### config.mk
export PLATFORM = sky130hd
export DESIGN_NAME = ssd_scan_controller
export DESIGN_NICKNAME = d
export VERILOG_FILES = /design/src/rtl/ssd_scan_controller.sv
export SDC_FILE = /design/constraint.sdc
export NUM_CORES = 1
export LEC_CHECK = 0
export CORE_MARGIN = 2
export CORE_UTILIZATION = 48
export DETAILED_ROUTE_END_ITERATION = 12
export HOLD_SLACK_MARGIN = 0.05
export PLACE_DENSITY_LB_ADDON = 0.15
export SLEW_MARGIN = 20
export SYNTH_ARGS = -nofsm -noshare
export SYNTH_HDL_FRONTEND = slang
export SYNTH_SLANG_ARGS = --single-unit
### constraint.sdc
create_clock -name clk -period 4.9 [get_ports clk]
set_input_delay 1.225 -clock clk [delete_from_list [all_inputs] [get_ports clk]]
set_output_delay 1.225 -clock clk [all_outputs]
set_load 0.02 [all_outputs]
### src/rtl/ssd_scan_controller.sv
// rtl/ssd_scan_controller.sv - multiplexed 7-segment scan with guard blanking, PWM brightness and double-buffered frames
module ssd_scan_controller #(
    parameter int N_DIGITS    = 8,
    parameter int CLK_HZ      = 100_000_000,
    parameter int REFRESH_HZ  = 1000,
    parameter int GUARD_TICKS = 500,
    parameter int BRIGHT_W    = 4
) (
    input  logic                    clk,
    input  logic                    rstn,
    input  logic                    wr_valid,
    output logic                    wr_ready,
    input  logic [4*N_DIGITS-1:0]   wr_data,
    input  logic [N_DIGITS-1:0]     wr_mask,
    input  logic [N_DIGITS-1:0]     wr_dp,
    input  logic [BRIGHT_W-1:0]     brightness,
    output logic [N_DIGITS-1:0]     an,
    output logic [6:0]              seg,
    output logic                    dp,
    output logic                    frame_start
);
    localparam int DIGIT_TICKS = CLK_HZ / (REFRESH_HZ * N_DIGITS);
    localparam int ON_TICKS    = DIGIT_TICKS - GUARD_TICKS;
    localparam int TW          = (DIGIT_TICKS > 1) ? $clog2(DIGIT_TICKS) : 1;
    localparam int IW          = (N_DIGITS > 1) ? $clog2(N_DIGITS) : 1;
    localparam int LW          = $clog2(ON_TICKS) + BRIGHT_W + 1;

    logic [TW-1:0]           t;
    logic [IW-1:0]           idx;
    logic [4*N_DIGITS-1:0]   act_data;
    logic [N_DIGITS-1:0]     act_mask;
    logic [N_DIGITS-1:0]     act_dp;
    logic [4*N_DIGITS-1:0]   pend_data;
    logic [N_DIGITS-1:0]     pend_mask;
    logic [N_DIGITS-1:0]     pend_dp;
    logic                    pend_full;
    logic [BRIGHT_W-1:0]     bright_q;

    logic          last_tick;
    logic          boundary;
    logic          frame_flag;
    logic          accept;
    logic [LW-1:0] lit_product;
    logic [LW-1:0] lit_ticks;
    logic [31:0]   t_ext;
    logic [31:0]   lit_ext;
    logic          lit;
    logic [3:0]    nibble;

    function automatic logic [6:0] decode(input logic [3:0] v);
        case (v)
            4'h0:    decode = 7'b1000000;
            4'h1:    decode = 7'b1111001;
            4'h2:    decode = 7'b0100100;
            4'h3:    decode = 7'b0110000;
            4'h4:    decode = 7'b0011001;
            4'h5:    decode = 7'b0010010;
            4'h6:    decode = 7'b0000010;
            4'h7:    decode = 7'b1111000;
            4'h8:    decode = 7'b0000000;
            4'h9:    decode = 7'b0010000;
            4'hA:    decode = 7'b0001000;
            4'hB:    decode = 7'b0000011;
            4'hC:    decode = 7'b1000110;
            4'hD:    decode = 7'b0100001;
            4'hE:    decode = 7'b0000110;
            default: decode = 7'b0001110;
        endcase
    endfunction

    assign last_tick   = (t == TW'(DIGIT_TICKS - 1));
    assign boundary    = last_tick && (idx == IW'(N_DIGITS - 1));
    assign frame_flag  = (t == '0) && (idx == '0);
    assign wr_ready    = ~pend_full;
    assign accept      = wr_valid && ~pend_full;
    assign lit_product = (LW'(bright_q) + LW'(1)) * LW'(ON_TICKS);
    assign lit_ticks   = lit_product >> BRIGHT_W;
    assign t_ext       = 32'(t);
    assign lit_ext     = 32'(lit_ticks);
    assign nibble      = act_data[{idx, 2'b00} +: 4];
    assign lit         = act_mask[idx] && (t_ext >= GUARD_TICKS) && (t_ext < GUARD_TICKS + lit_ext);

    // Slot tick and digit index counters; index wraps at the end of the last slot
    always_ff @(posedge clk) begin
        if (!rstn) begin
            t   <= '0;
            idx <= '0;
        end else if (last_tick) begin
            t   <= '0;
            idx <= (idx == IW'(N_DIGITS - 1)) ? '0 : idx + 1'b1;
        end else begin
            t <= t + 1'b1;
        end
    end

    // Pending/active buffers: swap only at the frame boundary so a frame is never torn
    always_ff @(posedge clk) begin
        if (!rstn) begin
            act_data  <= '0;
            act_mask  <= '1;
            act_dp    <= '0;
            pend_data <= '0;
            pend_mask <= '0;
            pend_dp   <= '0;
            pend_full <= 1'b0;
            bright_q  <= '1;
        end else begin
            if (boundary && pend_full) begin
                act_data  <= pend_data;
                act_mask  <= pend_mask;
                act_dp    <= pend_dp;
                pend_full <= 1'b0;
            end else if (accept) begin
                pend_data <= wr_data;
                pend_mask <= wr_mask;
                pend_dp   <= wr_dp;
                pend_full <= 1'b1;
            end
            if (boundary) begin
                bright_q <= brightness;
            end
        end
    end

    // Registered display drive, one clock behind the (idx, t) state
    always_ff @(posedge clk) begin
        if (!rstn) begin
            an          <= '1;
            seg         <= 7'h7F;
            dp          <= 1'b1;
            frame_start <= 1'b0;
        end else begin
            frame_start <= frame_flag;
            if (lit) begin
                an  <= ~(N_DIGITS'(1) << idx);
                seg <= decode(nibble);
                dp  <= ~act_dp[idx];
            end else begin
                an  <= '1;
                seg <= 7'h7F;
                dp  <= 1'b1;
            end
        end
    end
endmodule

==> flow_metrics.py, run 1 <==
metrics = {
    "status": {
        "status": "finished with violations",
        "violations": "negative setup slack",
    },
    "critical_path": {
        "worstPathRequired_ns": 5.24,
        "cp_slowest_stage_delay_ns": 0.54,
        "endpoint_kind": "flip-flop",
        "arrival_ns": 5.30,
        "r2r_slack_ns": -0.05,
        "worstPathCellList": "ha_4 > xor2_4 > buf_6 > fa_2 > fa_1 > inv_1 > fa_1 > inv_2 > ha_4 > a21oi_4 > o21ai_4 > a21o_1 > xnor2_2 > a21oi_4 > nand3_2 > xnor2_2 > ha_1 > o21ai_2 > o21bai_1 > a21oi_2 > a31oi_4 > o21ai_4 > o211ai_1",
        "worstRegToRegCells": 23,
        "path_buf_inv": 3,
        "worstSetupPathType": "flip-flop to flip-flop",
        "path_max_fanout": 8,
        "crit_family": "adder cells",
        "slowest_stage": "fa_1",
        "r2r-start": "bright_q[1]$_SDFFE_PN1P_",
        "cp-start-kind": "flip-flop",
        "r2r_end": "seg[3]$_SDFF_PN1_",
    },
    "floorplan": {
        "fp.dieW_um": 126,
        "start_util": 0.492,
        "dieArea_um2": 15900,
        "io_pins": 73,
        "core_area_um2": 14600,
        "dieHeight_um": 126,
        "rows": 44,
    },
    "power": {
        "power_per_cell_area_nw_per_um2": 263,
        "leakage_nw": 3.62,
        "vdd_ir_drop_max_mv": 0.250,
    },
    "drt": {
        "final_antenna_net_count": 0,
        "post_drt_wl_per_cell_um": 14.1,
        "drt_drc_violations_left": 0,
        "drt-initial-drc-count": 317,
        "viasPerCell": 5.32,
        "vias": 5863,
        "wl_um": 15600,
        "drtPass1Iterations": 5,
    },
    "timing": {
        "slew_headroom": 0.347,
        "finClkSkew_ns": 0.0146,
        "post-route-period-util": 1.01,
        "tightest_slew_ns": 0.978,
        "max_freq_ghz": 0.202,
        "final_max_slew_viol_count": 0,
        "fin_ws_ns": -0.0535,
        "fin_crit_ns": 4.95,
        "whs_ns": 0.449,
        "setup_viol": 13,
        "rsz0062_at_grt": "yes",
        "hold_viol": 0,
    },
    "place": {
        "pre_cts_ws_ns": -0.174,
        "io_buffers": 72,
        "dp_hpwl_um": 11000,
        "place_congestion": 0.791,
    },
    "logic_synthesis": {
        "synth_top_area_cell": "dfxtp_1",
        "synth_top_area_frac": 0.377,
        "synth.most_common_cell": "nand2_1",
        "yosysWarnings": 0,
        "synth_fp_nets": 941,
        "synthCells": 822,
        "synthTopCellsByCount": "237 x nand2_1, 135 x dfxtp_1, 55 x ha_1, 49 x a21boi_0, 40 x a21boi_1",
        "synth_edf_count": 0,
        "synth_area_um2": 7170,
        "synth_seq_cells": 135,
        "synth_top_flop_cell": "dfxtp_1",
        "ys_types": 68,
        "avgSynthCellArea_um2": 8.73,
        "async_flop_share": 0,
        "yosysSeqAreaShare": 0.377,
        "synthTopCellsByArea": "dfxtp_1 38%, nand2_1 12%, ha_1 9.6%, a21boi_0 5.1%, a21boi_1 4.2%",
    },
    "clocking": {
        "cts_tree": "yes",
        "insertion_delay_ns": 0.42,
        "clkTransAtPathRegs_ns": 0.05,
        "cts_root_buf": "clkbuf_16",
        "cts.sinks": 135,
        "clock_path_buffers": 2,
        "cts_buffers": 17,
        "cts_hold_buf": 0,
        "cts.htree.levels": 4,
    },
    "cells_and_area": {
        "area_growth_pct": 26.6,
        "nFillCells": 1212,
        "post-route-util": 0.623,
        "layout-drive-gt1-share": 0.160,
        "n_antenna_cell": 0,
        "layout.nets": 1027,
    },
    "worst_hold_path": {
        "holdCritPathClass": "flip-flop to flip-flop",
        "hold_depth": 2,
        "min_from": "pend_data[15]$_SDFFE_PN0P_",
        "whs_endpoint": "act_data[15]$_SDFFE_PN0P_",
    },
    "grt": {
        "grt_pass1_vias": 5854,
        "grt_max_degree": 60,
        "overflow": 0,
        "grt_pass1_wl_um": 26800,
        "antenna_found_initial": 0,
        "grt_usage": 0.204,
    },
    "run": {
        "maxCapViolations": 0,
    },
}
## metrics by stage
step / setup TNS, ns / power [mW] / cells / instance area (um^2)
2_1_floorplan: 0 / 1.22 / 822 / 7220
3_3_place_gp: -0.0000870 / 1.28 / 1064 / 8190
3_5_place_dp: -2.08 / 1.29 / 1064 / 8190
4_1_cts: 0 / 2.42 / 1097 / 8900
5_1_grt: -3.12 / 2.48 / 1102 / 9090
6_report: -0.409 / 2.39 / 1102 / 9090
## report_power, final
| part | switching, mW | internal, mW |
|---|---|---|
| Clock | 0.430 | 0.701 |
| Sequential | 0.0150 | 1.12 |
| Combinational | 0.0558 | 0.0677 |
## how the worst max path moves through the flow
stage	from	slack (ns)	to	cells after the start
after detailed placement	bright_q[1]$_SDFFE_PN1P_	-0.17	an[4]$_SDFF_PN1_	22
final	bright_q[1]$_SDFFE_PN1P_	-0.05	seg[3]$_SDFF_PN1_	23
after global routing	bright_q[1]$_SDFFE_PN1P_	-0.22	dp$_SDFF_PN1_	23
after CTS	bright_q[1]$_SDFFE_PN1P_	0.002	an[3]$_SDFF_PN1_	23
after global placement	bright_q[0]$_SDFFE_PN1P_	-0.00009	seg[5]$_SDFF_PN1_	23
after floorplan	bright_q[0]$_SDFFE_PN1P_	0.008	an[1]$_SDFF_PN1_	24
## layout make-up
type | count | area [um^2] | area share
Tap cell | 184 | 230 | 0.0253
Timing Repair Buffer | 110 | 1020 | 0.112
Clock inverter | 4 | 20.0 | 0.00220
Clock buffer | 25 | 505 | 0.0556
Inverter | 29 | 109 | 0.0120
Multi-Input combinational cell | 615 | 4490 | 0.494
Sequential cell | 135 | 2710 | 0.298
## placed cells by master, fill, tap and decap left out, types with 22 or more instances in the layout
master           count
ha_1                47
a21boi_1            40
dfxtp_1            132
nor2_1              29
nand2_1            237
inv_1               23
clkdlybuf4s50_1     71
a21boi_0            49
buf_4               35
nand3_1             22
## registers in the layout, indices dropped and copies added, names as in the netlist
register,count
bright_q,4
act_data,32
pend_mask,8
pend_data,32
t,14
seg,7
an,8
act_dp,8
pend_dp,8
dp,1
idx,3
act_mask,8
pend_full,1
frame_start,1
## tightest hold or removal path, cell delays in order, from the launching register on
cell	delay [ns]
dfxtp_1	0.31
nand2_1	0.05
a21boi_1	0.05
## metal layers
layer	global-route usage	routed length [um]	vias up
met3	0.0433	599	26
met4	0.0711	231	0
met2	0.349	7810	120
li1	-	-	2940
met1	0.254	6940	2777
met5	0	0	-
## timing repair
action / 4_1_cts / 5_1_grt
setup endpoints to repair: 16 / 16
cloned: 1 / 0
pin swaps: 22 / 31
resized for setup: 29 / 27
setup buffers: 3 / 4
## cell families (layout without fill, tap and decap cells)
group           after synthesis  in the layout  synth area share
compound gates              149            150             0.159
xor+xnor                     34             34            0.0426
fa+ha+maj                    64             64             0.121
buf+inv                      73            168            0.0453
flops                       135            135             0.377
mux                          15             15            0.0419
simple gates                352            352             0.213
No activity file was read; power rests on OpenSTA's default activity.
==> inputs of run 2 (changes only) <==
--- a/config.mk
+++ b/config.mk
@@ -5,11 +5,10 @@
 export SDC_FILE = /design/constraint.sdc
 export NUM_CORES = 1
 export LEC_CHECK = 0
-export CORE_MARGIN = 2
 export CORE_UTILIZATION = 48
 export DETAILED_ROUTE_END_ITERATION = 12
 export HOLD_SLACK_MARGIN = 0.05
-export PLACE_DENSITY_LB_ADDON = 0.15
+export PLACE_DENSITY = 0.83
 export SLEW_MARGIN = 20
 export SYNTH_ARGS = -nofsm -noshare
 export SYNTH_HDL_FRONTEND = slang
==> run 2 against run 1 <==
  * The flow still finishes with violations (negative setup slack)
  * Global-route usage up 0.93 points
  * Clock skew down 0.0060 ns
  * Setup slack worse by 0.065 ns
  * Largest cell class unchanged
  * Routed wire length up 0.18%
  * Largest power group is now the clock network
  * Sequential share of layout area up 0.11 points
  * Cell count up 0.36%
==> flow_metrics.py, run 2 (synthesized netlist as in run 1, its figures left out) <==
metrics = {
    "drt": {
        "vias": 5886,
        "drtPass1Iterations": 7,
        "viasPerCell": 5.32,
        "wl_um": 15600,
        "final_antenna_net_count": 0,
        "drt-initial-drc-count": 315,
        "drt_drc_violations_left": 0,
        "post_drt_wl_per_cell_um": 14.1,
    },
    "cells_and_area": {
        "n_antenna_cell": 0,
        "layout-drive-gt1-share": 0.155,
        "final_cell_mix": "235 x nand2_1, 132 x dfxtp_1, 71 x clkdlybuf4s50_1, 49 x a21boi_0, 49 x ha_1",
        "fin_cells": 1106,
        "post-route-util": 0.623,
        "largestRegisters": "act_data: 32 flops, pend_data: 32 flops, t: 14 flops",
        "area_growth_pct": 26.3,
        "mostFrequentLayoutCell": "nand2_1",
        "layout.nets": 1028,
        "nFillCells": 1197,
    },
    "critical_path": {
        "worstSetupPathType": "flip-flop to flip-flop",
        "r2r_end": "an[3]$_SDFF_PN1_",
        "cp_slowest_stage_delay_ns": 0.53,
        "slowest_stage": "fa_1",
        "path_max_fanout": 8,
        "worstPathRequired_ns": 5.24,
        "setup.worst_path.start": "bright_q[0]$_SDFFE_PN1P_",
        "worstRegToRegCells": 24,
        "cp-start-kind": "flip-flop",
        "crit_end": "an[3]$_SDFF_PN1_",
        "endpoint_kind": "flip-flop",
        "arrival_ns": 5.36,
        "r2r_slack_ns": -0.12,
        "r2r-start": "bright_q[0]$_SDFFE_PN1P_",
        "worstPathCellList": "buf_6 > nand3_4 > xnor2_4 > buf_4 > fa_2 > fa_1 > inv_1 > fa_1 > inv_2 > ha_4 > a21oi_4 > o21ai_4 > a21o_1 > xnor2_2 > a21oi_4 > nand3_2 > xnor2_1 > ha_1 > o21ai_1 > o21bai_1 > a21oi_2 > a31oi_4 > o21ai_4 > nand4_1",
    },
    "status": {
        "violations": "negative setup slack",
        "status": "finished with violations",
    },
    "power": {
        "leakage_nw": 3.61,
        "vdd_ir_drop_max_mv": 0.313,
        "power_per_cell_area_nw_per_um2": 270,
    },
    "timing": {
        "final_max_slew_viol_count": 0,
        "fin_ws_ns": -0.118,
        "finClkSkew_ns": 0.00855,
        "hold_viol": 0,
        "post-route-period-util": 1.02,
        "slew_headroom": 0.338,
        "max_freq_ghz": 0.199,
        "rsz0062_at_grt": "yes",
        "setup_viol": 16,
        "whs_ns": 0.449,
        "fin_setup_tns_ns": -1.23,
        "fin_crit_ns": 5.02,
        "tightest_slew_ns": 0.991,
    },
    "grt": {
        "grt_max_degree": 63,
        "grt_usage": 0.213,
        "grt_pass1_wl_um": 26900,
        "overflow": 0,
        "antenna_found_initial": 0,
        "grt_pass1_vias": 5708,
    },
    "floorplan": {
        "core_area_um2": 14500,
        "fp.dieW_um": 124,
        "start_util": 0.494,
        "dieArea_um2": 15400,
        "rows": 44,
        "dieHeight_um": 124,
        "io_pins": 73,
    },
    "place": {
        "io_buffers": 72,
        "dp_hpwl_um": 10700,
        "place_inst": 1066,
        "place_congestion": 0.867,
        "pre_cts_ws_ns": -0.192,
    },
    "worst_hold_path": {
        "holdCritPathClass": "flip-flop to flip-flop",
        "hold_depth": 2,
    },
    "clocking": {
        "insertion_delay_ns": 0.42,
        "cts_root_buf": "clkbuf_16",
        "cts_buffers": 17,
        "cts_tree": "yes",
        "cts.htree.levels": 4,
        "cts_hold_buf": 0,
        "clkTransAtPathRegs_ns": 0.06,
        "cts.sinks": 135,
        "clock_path_buffers": 2,
    },
    "run": {
        "maxCapViolations": 0,
    },
}
[run 2: changes by cell type in the layout (fill, tap and decap cells not counted), moves of 3 or more]
cell / change
clkinv_4: +4
inv_2: -4
clkinv_2: -4
buf_4: +3
inv_6: +3
clkinvlp_4: +4
inv_1: +4
[run 2: layer usage]
layer  wire length, um  vias up  share of wire  track usage
li1                  -     2962              -            -
met4               244        0          0.016       0.0808
met5                 0        -              0            0
met3               567       24          0.036       0.0404
met2              7660      109           0.49        0.358
met1              7140     2791           0.46        0.270
[run 2: worst max-delay path, delay by kind of cell, from the launching register on]
kind	cells	cell delay [ns]
AND/OR/NAND/NOR	3	0.31
adder cells (fa/ha/maj)	5	1.88
XOR/XNOR	3	0.46
AO/OA/AOI/OAI	9	1.53
flip-flops	1	0.37
buffers and inverters	4	0.37
[run 2: worst min path at each step]
stage | startpoint | end | slack [ns]
finish | pend_data[0]$_SDFFE_PN0P_ | act_data[0]$_SDFFE_PN0P_ | 0.45
global route | act_data[9]$_SDFFE_PN0P_ | act_data[9]$_SDFFE_PN0P_ | 0.47
CTS | pend_data[0]$_SDFFE_PN0P_ | act_data[0]$_SDFFE_PN0P_ | 0.45
detailed placement | pend_data[20]$_SDFFE_PN0P_ | act_data[20]$_SDFFE_PN0P_ | 0.44
global placement | pend_data[9]$_SDFFE_PN0P_ | act_data[9]$_SDFFE_PN0P_ | 0.44
floorplan | t[0]$_SDFF_PP0_ | t[0]$_SDFF_PP0_ | 0.43
[run 2: power by group]
part | switching [mW] | internal [mW]
clock | 0.487 | 0.694
combinational | 0.0560 | 0.0678
sequential | 0.0150 | 1.12
[run 2: area by class of cell]
class	count	area, um^2	share of cell area
Clock buffer	21	470	0.0519
Inverter	29	109	0.0120
Timing Repair Buffer	111	1010	0.112
Tap cell	184	230	0.0254
Multi-Input combinational cell	615	4440	0.490
Sequential cell	135	2710	0.299
Clock inverter	11	91.3	0.0101
[run 2: what timing repair did]
action	in CTS	in global routing
gates resized for setup	26	18
pin swaps	19	26
gates cloned	1	0
setup endpoints to repair	16	16
setup buffers	3	4
[run 2: per-stage QoR]
| step | power (mW) | area (um^2) |
|---|---|---|
| final | 2.44 | 9060 |
| after global routing | 2.53 | 9060 |
| after CTS | 2.46 | 8940 |
| after detailed placement | 1.29 | 8200 |
| after global placement | 1.28 | 8200 |
| after floorplan | 1.22 | 7220 |
==> inputs of run 3 (changes only) <==
--- a/config.mk
+++ b/config.mk
@@ -5,11 +5,12 @@
 export SDC_FILE = /design/constraint.sdc
 export NUM_CORES = 1
 export LEC_CHECK = 0
+export ABC_AREA = 1
+export ABC_CLOCK_PERIOD_IN_PS = 4900
 export CORE_UTILIZATION = 48
 export DETAILED_ROUTE_END_ITERATION = 12
 export HOLD_SLACK_MARGIN = 0.05
 export PLACE_DENSITY = 0.83
-export SLEW_MARGIN = 20
 export SYNTH_ARGS = -nofsm -noshare
 export SYNTH_HDL_FRONTEND = slang
 export SYNTH_SLANG_ARGS = --single-unit
==> run 3 against run 2 <==
  * Hold slack better by 0.0062 ns
  * Routed wire length up 14%
  * Maximum frequency up 2.5%
  * Global-route usage down 0.11 points
  * Area after synthesis up 2.5%
  * Setup slack better by 0.12 ns
  * Largest cell class unchanged
  * The flow now finishes without violations
  * Count of clock-buffer cells in the layout down 4
==> flow_metrics.py, run 3 <==
metrics = {
    "logic_synthesis": {
        "avgSynthCellArea_um2": 7.29,
        "synthCells": 1008,
        "synth_seq_cells": 135,
        "synthTopCellsByArea": "dfxtp_1 37%, nand2_1 11%, ha_1 9.4%, nor2_1 7.5%, o21ai_0 5.7%",
        "synth_area_um2": 7350,
        "yosysWarnings": 0,
        "synthTopCellsByCount": "217 x nand2_1, 146 x nor2_1, 135 x dfxtp_1, 90 x inv_1, 83 x o21ai_0",
        "synth_top_area_cell": "dfxtp_1",
        "ys_types": 45,
        "synth_top_flop_cell": "dfxtp_1",
        "synth.most_common_cell": "nand2_1",
        "synth_top_area_frac": 0.368,
        "synth_fp_nets": 1127,
        "synth_edf_count": 0,
        "yosysSeqAreaShare": 0.368,
        "async_flop_share": 0,
    },
    "drt": {
        "wl_um": 17700,
        "drt-initial-drc-count": 453,
        "drtPass1Iterations": 5,
        "final_antenna_net_count": 0,
        "post_drt_wl_per_cell_um": 13.9,
        "viasPerCell": 5.24,
        "drt_drc_violations_left": 0,
        "vias": 6702,
    },
    "critical_path": {
        "path_max_fanout": 8,
        "endpoint_kind": "flip-flop",
        "slowest_stage": "fa_2",
        "worstPathRequired_ns": 5.16,
        "worstSetupPathType": "flip-flop to flip-flop",
        "arrival_ns": 5.16,
        "cp_slowest_stage_delay_ns": 0.56,
        "cp-start-kind": "flip-flop",
    },
    "clocking": {
        "cts_buffers": 17,
        "clock_path_buffers": 2,
        "clkTransAtPathRegs_ns": 0.06,
        "cts.sinks": 135,
        "cts.htree.levels": 4,
        "insertion_delay_ns": 0.42,
        "cts_hold_buf": 0,
        "cts_tree": "yes",
        "cts_root_buf": "clkbuf_16",
    },
    "place": {
        "postPlaceCellArea_um2": 8170,
        "pre_cts_ws_ns": -0.298,
        "io_buffers": 72,
        "place_congestion": 0.854,
        "dp_hpwl_um": 11400,
    },
    "timing": {
        "finClkSkew_ns": 0.00905,
        "setup_viol": 0,
        "hold_viol": 0,
        "fin_crit_ns": 4.90,
        "final_max_slew_viol_count": 0,
        "rsz0062_at_grt": "yes",
        "slew_headroom": 0.392,
        "tightest_slew_ns": 0.908,
        "fin_setup_tns_ns": 0,
        "post-route-period-util": 0.999,
        "fin_ws_ns": 0.00346,
        "max_freq_ghz": 0.204,
    },
    "floorplan": {
        "dieArea_um2": 15800,
        "rows": 44,
        "core_area_um2": 14800,
        "start_util": 0.498,
        "dieHeight_um": 126,
        "io_pins": 73,
        "fp.dieW_um": 126,
    },
    "cells_and_area": {
        "mostFrequentLayoutCell": "nand2_1",
        "largestRegisters": "act_data: 32 flops, pend_data: 32 flops, t: 14 flops",
        "finalInstanceArea_um2": 9180,
        "layout-drive-gt1-share": 0.160,
        "n_antenna_cell": 0,
        "layout.nets": 1201,
        "final_cell_mix": "200 x nand2_1, 143 x nor2_1, 131 x dfxtp_1, 82 x inv_1, 80 x o21ai_0",
        "area_growth_pct": 24.9,
    },
    "grt": {
        "overflow": 0,
        "grt_usage": 0.212,
        "grt_max_degree": 46,
        "grt_pass1_vias": 6270,
        "gr-usage-met1": 0.267,
        "top_usage_layer": "met2",
        "grt_pass1_wl_um": 27700,
        "met3_usage": 0.0442,
        "use_met2": 0.363,
        "antenna_found_initial": 0,
    },
    "status": {
        "status": "finished, final reports clean",
    },
    "power": {
        "vdd_ir_drop_max_mv": 0.234,
        "power_per_cell_area_nw_per_um2": 276,
        "power_mw": 2.53,
        "leakage_nw": 4.03,
    },
    "worst_hold_path": {
        "holdCritPathClass": "flip-flop to flip-flop",
    },
    "run": {
        "maxCapViolations": 0,
    },
}
[run 3: per-stage QoR]
step	hold slack (ns)	std cells	util
detailed placement	0.442	1235	0.554
global placement	0.437	1235	0.554
CTS	0.458	1268	0.598
global route	0.475	1279	0.622
floorplan	0.429	1008	-
finish	0.456	1279	0.622
[run 3: worst max-delay path, delay by kind of cell (launching register included)]
kind | cells | cell delay, ns
compound gates | 3 | 0.43
fa+ha+maj | 6 | 2.08
buf+inv | 4 | 0.27
flops | 1 | 0.38
simple gates | 15 | 1.57
[run 3: repair_timing]
item,4_1_cts,5_1_grt
buffers inserted,0,11
resized for setup,14,69
gates cloned,1,0
pin swaps,2,36
endpoints found under the setup margin,16,16
[run 3: area by class of cell]
class / instances / area, um^2
fillers: 1199 / 5570
multi-input cells: 731 / 4370
flip-flops and latches: 135 / 2710
repair buffers: 96 / 903
clock buffers: 17 / 425
inverters: 101 / 380
well taps: 184 / 230
clock inverters: 15 / 155
[run 3: final timing paths]
kind / start / to / slack, ns / cells after the start
worst max-delay path: bright_q[1]$_SDFFE_PN1P_ / seg[0]$_SDFF_PN1_ / 0.003 / 28
worst min-delay path: pend_mask[3]$_SDFFE_PN0P_ / act_mask[3]$_SDFFE_PN1P_ / 0.46 / 2
worst max register to register: bright_q[1]$_SDFFE_PN1P_ / seg[0]$_SDFF_PN1_ / 0.003 / 28
worst min register to register: pend_mask[3]$_SDFFE_PN0P_ / act_mask[3]$_SDFFE_PN1P_ / 0.46 / 2
[run 3: logic make-up after synthesis]
| logic type | Yosys count | synth area share |
|---|---|---|
| AND/OR/NAND/NOR | 466 | 0.279 |
| AO/OA/AOI/OAI | 185 | 0.135 |
| buffers and inverters | 143 | 0.0830 |
| flip-flops | 135 | 0.368 |
| adder cells (fa/ha/maj) | 64 | 0.118 |
| XOR/XNOR | 15 | 0.0179 |
[run 3: routing by layer]
layer,vias to the layer above,share of wire
met1,3084,0.45
li1,3389,-
met3,39,0.044
met5,-,0
met4,0,0.021
met2,190,0.49
[run 3: power by group]
group / internal (mW) / leakage, nW / switching [mW] / total [mW]
sequential: 1.13 / 1.10 / 0.0191 / 1.15
clock: 0.720 / 0.286 / 0.518 / 1.24
combinational: 0.0683 / 2.64 / 0.0719 / 0.140
